===== src/rtl/cpu_pkg.sv =====
// Shared definitions for the CPU datapath multiply/divide unit.
//   - op encodings for muldiv_unit.op
//   - md_state_t: iterative multiply/divide FSM states
package cpu_pkg;

  localparam logic [2:0] MD_MULT  = 3'd0;
  localparam logic [2:0] MD_MULTU = 3'd1;
  localparam logic [2:0] MD_DIV   = 3'd2;
  localparam logic [2:0] MD_DIVU  = 3'd3;
  localparam logic [2:0] MD_MTHI  = 3'd4;
  localparam logic [2:0] MD_MTLO  = 3'd5;

  typedef enum logic [1:0] {
    IDLE = 2'd0,
    CALC = 2'd1,
    FIX  = 2'd2
  } md_state_t;

endpackage


===== src/rtl/muldiv_iter_step.sv =====
// One combinational iteration of the multiply/divide datapath on magnitudes.
// Ports:
//   mode_i  0 = shift-add multiply step, 1 = restoring divide step
//   acc_i   partial product high half / partial remainder
//   q_i     multiplier bits (shifting right) / dividend-quotient bits (shifting left)
//   opnd_i  multiplicand / divisor magnitude
//   acc_o   next accumulator
//   q_o     next q register
module muldiv_iter_step #(
  parameter int DWIDTH = 32
) (
  input  logic              mode_i,
  input  logic [DWIDTH-1:0] acc_i,
  input  logic [DWIDTH-1:0] q_i,
  input  logic [DWIDTH-1:0] opnd_i,
  output logic [DWIDTH-1:0] acc_o,
  output logic [DWIDTH-1:0] q_o
);

  logic [DWIDTH:0] sum;
  logic [DWIDTH:0] sh;
  logic [DWIDTH:0] diff;

  always_comb begin
    // Multiply: add multiplicand when the low multiplier bit is set, then
    // shift {carry, acc, q} right by one; the sum's LSB enters q from the top.
    sum  = {1'b0, acc_i} + (q_i[0] ? {1'b0, opnd_i} : '0);
    // Divide: bring the next dividend bit into the remainder and trial-subtract.
    // The remainder stays below the divisor, so bit DWIDTH of diff is a clean
    // borrow flag.
    sh   = {acc_i, q_i[DWIDTH-1]};
    diff = sh - {1'b0, opnd_i};
    if (mode_i) begin
      if (!diff[DWIDTH]) begin
        acc_o = diff[DWIDTH-1:0];
        q_o   = {q_i[DWIDTH-2:0], 1'b1};
      end else begin
        acc_o = sh[DWIDTH-1:0];
        q_o   = {q_i[DWIDTH-2:0], 1'b0};
      end
    end else begin
      acc_o = sum[DWIDTH:1];
      q_o   = {sum[0], q_i[DWIDTH-1:1]};
    end
  end

endmodule


===== src/rtl/muldiv_unit.sv =====
// Iterative multiply/divide unit owning the HI/LO architectural registers.
// Ports:
//   clk     rising-edge clock
//   reset   asynchronous active-low reset
//   start   launch op (honoured only when busy=0)
//   op      0 MULT, 1 MULTU, 2 DIV, 3 DIVU, 4 MTHI, 5 MTLO, 6..7 no-op
//   in_a    rs operand (multiplicand / dividend / MTHI-MTLO data)
//   in_b    rt operand (multiplier / divisor)
//   cancel  abort an in-flight MULT/DIV; also blocks a start in the same cycle
//   busy    MULT/DIV in progress
//   done    one-cycle pulse, hi/lo updated on the same edge
//   hi, lo  HI/LO registers
module muldiv_unit
  import cpu_pkg::*;
#(
  parameter int DWIDTH = 32,
  parameter int CNT_W  = $clog2(DWIDTH) + 1
) (
  input  logic              clk,
  input  logic              reset,
  input  logic              start,
  input  logic [2:0]        op,
  input  logic [DWIDTH-1:0] in_a,
  input  logic [DWIDTH-1:0] in_b,
  input  logic              cancel,
  output logic              busy,
  output logic              done,
  output logic [DWIDTH-1:0] hi,
  output logic [DWIDTH-1:0] lo
);

  localparam logic [CNT_W-1:0] CNT_INIT = CNT_W'(DWIDTH);
  localparam logic [CNT_W-1:0] CNT_ONE  = CNT_W'(1);

  function automatic logic [DWIDTH-1:0] cond_neg(input logic [DWIDTH-1:0] v, input logic n);
    return n ? (~v + 1'b1) : v;
  endfunction

  function automatic logic [2*DWIDTH-1:0] cond_neg2(input logic [2*DWIDTH-1:0] v, input logic n);
    return n ? (~v + 1'b1) : v;
  endfunction

  md_state_t         state_q, state_d;
  logic [CNT_W-1:0]  cnt_q, cnt_d;
  logic              busy_q, busy_d;
  logic              done_q, done_d;
  logic [DWIDTH-1:0] hi_q, hi_d;
  logic [DWIDTH-1:0] lo_q, lo_d;

  // Operation datapath state (no reset: only meaningful while busy)
  logic [DWIDTH-1:0] acc_q, acc_d;
  logic [DWIDTH-1:0] qr_q, qr_d;
  logic [DWIDTH-1:0] opnd_q, opnd_d;
  logic [DWIDTH-1:0] a_q, a_d;
  logic              is_div_q, is_div_d;
  logic              neg_q, neg_d;
  logic              rneg_q, rneg_d;
  logic              dz_q, dz_d;

  logic [DWIDTH-1:0] step_acc;
  logic [DWIDTH-1:0] step_q;
  logic              sgn;
  logic              a_neg;
  logic              b_neg;

  muldiv_iter_step #(
    .DWIDTH (DWIDTH)
  ) u_step (
    .mode_i (is_div_q),
    .acc_i  (acc_q),
    .q_i    (qr_q),
    .opnd_i (opnd_q),
    .acc_o  (step_acc),
    .q_o    (step_q)
  );

  always_comb begin
    state_d  = state_q;
    cnt_d    = cnt_q;
    busy_d   = busy_q;
    done_d   = 1'b0;
    hi_d     = hi_q;
    lo_d     = lo_q;
    acc_d    = acc_q;
    qr_d     = qr_q;
    opnd_d   = opnd_q;
    a_d      = a_q;
    is_div_d = is_div_q;
    neg_d    = neg_q;
    rneg_d   = rneg_q;
    dz_d     = dz_q;
    sgn      = (op == MD_MULT) || (op == MD_DIV);
    a_neg    = sgn & in_a[DWIDTH-1];
    b_neg    = sgn & in_b[DWIDTH-1];

    case (state_q)
      IDLE: begin
        busy_d = 1'b0;
        if (start && !cancel) begin
          case (op)
            MD_MULT, MD_MULTU, MD_DIV, MD_DIVU: begin
              state_d  = CALC;
              cnt_d    = CNT_INIT;
              busy_d   = 1'b1;
              acc_d    = '0;
              qr_d     = cond_neg(in_a, a_neg);
              opnd_d   = cond_neg(in_b, b_neg);
              a_d      = in_a;
              is_div_d = op[1];
              neg_d    = a_neg ^ b_neg;
              rneg_d   = a_neg;
              dz_d     = (in_b == '0);
            end
            MD_MTHI: hi_d = in_a;
            MD_MTLO: lo_d = in_a;
            default: ;
          endcase
        end
      end
      CALC: begin
        if (cancel) begin
          state_d = IDLE;
          busy_d  = 1'b0;
          cnt_d   = '0;
        end else begin
          acc_d = step_acc;
          qr_d  = step_q;
          cnt_d = cnt_q - CNT_ONE;
          if (cnt_q == CNT_ONE) state_d = FIX;
        end
      end
      FIX: begin
        state_d = IDLE;
        busy_d  = 1'b0;
        if (!cancel) begin
          done_d = 1'b1;
          if (!is_div_q) begin
            {hi_d, lo_d} = cond_neg2({acc_q, qr_q}, neg_q);
          end else if (dz_q) begin
            lo_d = '1;
            hi_d = a_q;
          end else begin
            // Quotient sign is sign(a)^sign(b); remainder follows the dividend.
            lo_d = cond_neg(qr_q, neg_q);
            hi_d = cond_neg(acc_q, rneg_q);
          end
        end
      end
      default: begin
        state_d = IDLE;
        busy_d  = 1'b0;
      end
    endcase
  end

  always_ff @(posedge clk or negedge reset) begin
    if (!reset) begin
      state_q <= IDLE;
      cnt_q   <= '0;
      busy_q  <= 1'b0;
      done_q  <= 1'b0;
      hi_q    <= '0;
      lo_q    <= '0;
    end else begin
      state_q <= state_d;
      cnt_q   <= cnt_d;
      busy_q  <= busy_d;
      done_q  <= done_d;
      hi_q    <= hi_d;
      lo_q    <= lo_d;
    end
  end

  always_ff @(posedge clk) begin
    acc_q    <= acc_d;
    qr_q     <= qr_d;
    opnd_q   <= opnd_d;
    a_q      <= a_d;
    is_div_q <= is_div_d;
    neg_q    <= neg_d;
    rneg_q   <= rneg_d;
    dz_q     <= dz_d;
  end

  assign busy = busy_q;
  assign done = done_q;
  assign hi   = hi_q;
  assign lo   = lo_q;

endmodule


===== config.mk =====
export PLATFORM = sky130hd
export DESIGN_NAME = muldiv_unit
export DESIGN_NICKNAME = d
export VERILOG_FILES = /design/src/rtl/cpu_pkg.sv /design/src/rtl/muldiv_iter_step.sv /design/src/rtl/muldiv_unit.sv
export SDC_FILE = /design/constraint.sdc
export NUM_CORES = 1
export LEC_CHECK = 0
export BUFFER_PORTS_ARGS = -buffer_cell sky130_fd_sc_hd__buf_4
export CORE_MARGIN = 2
export CORE_UTILIZATION = 38
export CTS_CLUSTER_SIZE = 12
export DETAILED_ROUTE_END_ITERATION = 8
export GPL_ROUTABILITY_DRIVEN = 1
export PLACE_DENSITY = 0.53
export SYNTH_ARGS = -nofsm -noshare
export SYNTH_HDL_FRONTEND = slang
export SYNTH_SLANG_ARGS = --single-unit

===== constraint.sdc =====
create_clock -name clk -period 6.35 [get_ports clk]
set_input_delay 1.905 -clock clk [delete_from_list [all_inputs] [get_ports clk]]
set_output_delay 1.905 -clock clk [all_outputs]
set_load 0.1 [all_outputs]

==> results by group <==
Detailed routing
  • Post-DR wirelength/cell: 20.7 microns
  • Remaining antenna violation count after routing: 0
  • First-pass iteration count of the detailed router: 5
  • Detailed-route vias per instance: 5.76
  • DR DRC count: 0
  • Iter 0 DRT Violations: 1072
  • Final WL: 51.4 mm
  • Vias: 14300

Critical path
  • Crit path buf inv count: 1
  • CP required: 6.64 ns
  • CP Class: in2reg
  • Cells on worst reg2reg path: 14
  • Worst reg2reg path endpoint: acc_q[24]
  • CP endpoint kind: flop
  • Critical path cell sequence: buf_4, nor4_1, nor4b_1, nand2_1, nor3_1, nand3_1, nor4_1, a21oi_1, xor2_1
  • Worst setup SP type: primary input
  • Critical Path Fanout Max: 5
  • Kind of cell adding the most delay to the critical path: simple AND/OR/NAND/NOR gates
  • R2r setup slk: 1.92 ns
  • RR Startpoint: qr_q[0]
  • Most used cell along the critical path: nor4_1
  • Worst stage delay on the critical path: 0.65 ns
  • Worst path arrival time: 4.73 ns
  • CP max stage cell: nor4b_1

Run status
  • Status: complete, no violations

Final layout
  • ANT cells: 0
  • Number of fill cells: 4177
  • Share of layout cells above drive strength 1: 0.117
  • Final std cells w/o fill: 2486
  • Layout area overhead: 14.6%
  • Post-layout nets: 2071

Placed design
  • Port bufs: 136
  • Routability Congestion: 0.899
  • Dpl cells: 2439
  • DPL Wire Length: 37.5 mm

GRT
  • Initial antenna violation count: 0
  • Largest net degree at the start of global routing: 129
  • Global route overflow: 0
  • GRT Total Usage: 0.231
  • Vias in the first global route: 13700
  • Global-route wire length before repair: 79.8 mm

Clock tree
  • CTS resizes: 0
  • TritonCTS Sinks: 206
  • Longest Clk Path Bufs: 3
  • Root Buffer: clkbuf_16
  • Clk Latency, worst-skew pair: 0.56 ns
  • Hold Buf Count CTS: 0
  • CTS tree: done
  • Clock transition at path regs: 0.06 ns
  • CTS Buf Count: 26
  • Post-CTS Repair Setup Buffers: 0
  • H-tree depth: 1

Timing
  • Tmin final: 4.43 ns
  • Hold_ws: 0.483 ns
  • RSZ-0062 raised after global routing: false
  • Tcrit/Tclk final: 0.698
  • Slew headroom: 0.180
  • F_max: 0.226 GHz
  • Worst-Margin Slew: 1.23 ns
  • Max Slew Vio Count: 0
  • # setup viols final: 0
  • TNS Setup: 0 ns
  • Final Skew: 0.0121 ns
  • Hold Vio Cnt, Final: 0

Floorplanning
  • Die height: 209 microns
  • Core area: 0.0417 sq mm
  • Die area: 0.0436 sq mm
  • Initial Utilization: 0.382
  • Die X: 209 microns
  • I/O Pins: 137
  • Row count: 75

Hold path
  • WHS Path Cells: 2
  • Worst Hold Class: reg2reg
  • Hold EP: lo[26]
  • Min-delay src: lo[26]

Job
  • Max-cap violation count: 0

Power
  • Static leakage: 7.31 nW
  • PD cells: 321 mW/mm^2
  • VDD IR max: 0.288 mV

Synthesis
  • Area contributors post-synth: edfxtp_1, dfrtp_1, xnor2_1, ha_1, o21ai_0
  • Number of synthesized flops with an enable pin: 132
  • Ys flop type: edfxtp_1
  • Synth async-reset ratio: 0.359
  • Synth Area per Inst: 8.66 sq um
  • Netlist cell types: 84
  • Post-Syn Instances: 1840
  • Seq cells post-synth: 206
  • Synth warn: 0
  • Cell accounting for the most synthesized area: edfxtp_1
  • Synthesized net count: 1983
  • Post-synth top area share: 0.249
  • Cell Area, Synth: 0.0159 sq mm
  • Post-synthesis sequential area ratio: 0.365
## cell usage after synthesis, types with 28 or more instances
cell type and count:
a21oi_1 150, o31ai_1 28, xor2_1 48, o21ai_0 167
ha_1 70, o22ai_1 41, nor2_1 162, nand2_1 191
clkbuf_1 76, dfrtp_1 74, inv_1 64, xnor2_1 136
nor3_1 42, mux2i_1 66, nand3_1 41, edfxtp_1 132
## cell families after synthesis
family | after synthesis | share of synthesized area
adder cells (fa/ha/maj) | 72 | 0.0575
buffers and inverters | 164 | 0.0406
multiplexers | 70 | 0.0443
AND/OR/NAND/NOR | 577 | 0.173
AO/OA/AOI/OAI | 566 | 0.218
flip-flops | 206 | 0.365
XOR/XNOR | 185 | 0.102
## worst max-delay path by stage
stage | slack [ns] | cells after the start | end | start
finish | 1.92 | 9 | opnd_q[29] | in_b[5]
CTS | 1.90 | 9 | opnd_q[29] | in_b[5]
detailed placement | 1.34 | 9 | opnd_q[29] | in_b[5]
global placement | 1.36 | 9 | opnd_q[29] | in_b[5]
floorplan | 2.21 | 8 | opnd_q[29] | in_b[5]
global route | 1.48 | 13 | acc_q[25] | qr_q[31]
## state kept, by name (all words and copies together) (netlist names)
register	count
state_q	2
rneg_q	1
done	1
is_div_q	1
lo	32
cnt_q	6
hi	32
qr_q	32
busy	1
a_q	32
acc_q	32
dz_q	1
opnd_q	32
neg_q	1
## final cells by class
class,instances,area [sq um],share of cell area
flip-flops and latches,206,5820,0.318
repair buffers,159,1210,0.0660
well taps,539,674,0.0369
inverters,65,244,0.0134
clock buffers,40,713,0.0390
clock inverters,7,98.8,0.00541
multi-input cells,1470,9510,0.521
## through the flow
stage           util  power (W)  instance area [sq um]  worst slack (ns)
6_report       0.438    0.00587                  18300              1.92
5_1_grt        0.438    0.00613                  18300              1.48
4_1_cts        0.438    0.00591                  18300              1.90
3_5_place_dp   0.419    0.00444                  17500              1.34
3_3_place_gp   0.419    0.00443                  17500              1.36
2_1_floorplan      -    0.00380                  15900              2.21
## worst reg2reg max path, delay by kind of cell, from the launching register on
| family | cells | cell delay, ns |
|---|---|---|
| adder cells (fa/ha/maj) | 1 | 0.31 |
| AND/OR/NAND/NOR | 2 | 0.38 |
| flip-flops | 1 | 0.51 |
| XOR/XNOR | 1 | 0.18 |
| buffers and inverters | 2 | 0.53 |
| AO/OA/AOI/OAI | 8 | 2.26 |
## layout by cell type, fill, tap and decap left out, drive strengths merged, types with 5 or more instances in the layout
cell type  instances
or3               28
buf              159
o221ai             6
nand2b            21
a31oi             19
nor2             162
nand2            192
nor3              44
a211o              5
a211oi            18
nor3b              8
o22ai             41
nor2b             15
o21ai            186
xnor2            137
nand3             43
a21o              23
and3              12
o21a              14
a21oi            150
inv               64
edfxtp           132
and2               7
dfrtp             74
xor2              48
clkinv             5
o211ai            15
o31ai             29
clkbuf            40
ha                70
mux2i             66
o41ai             14
nand4             10
nor4              10
or4               13
## routing by layer
metal | part of all wire | routed length (microns) | vias to the layer above | GRT usage
met4 | 0.016 | 820 | 0 | 0.0483
met5 | 0 | 0 | - | 0
li1 | - | - | 6920 | -
met2 | 0.46 | 23600 | 444 | 0.373
met3 | 0.062 | 3190 | 53 | 0.0301
met1 | 0.46 | 23800 | 6907 | 0.332
## where the power goes
group          internal, W  switching, W
Clock             0.000852      0.000599
Sequential         0.00168      0.000228
Combinational     0.000640       0.00187
Total              0.00317       0.00270
Note: power is estimated with default switching activity, not from simulation.
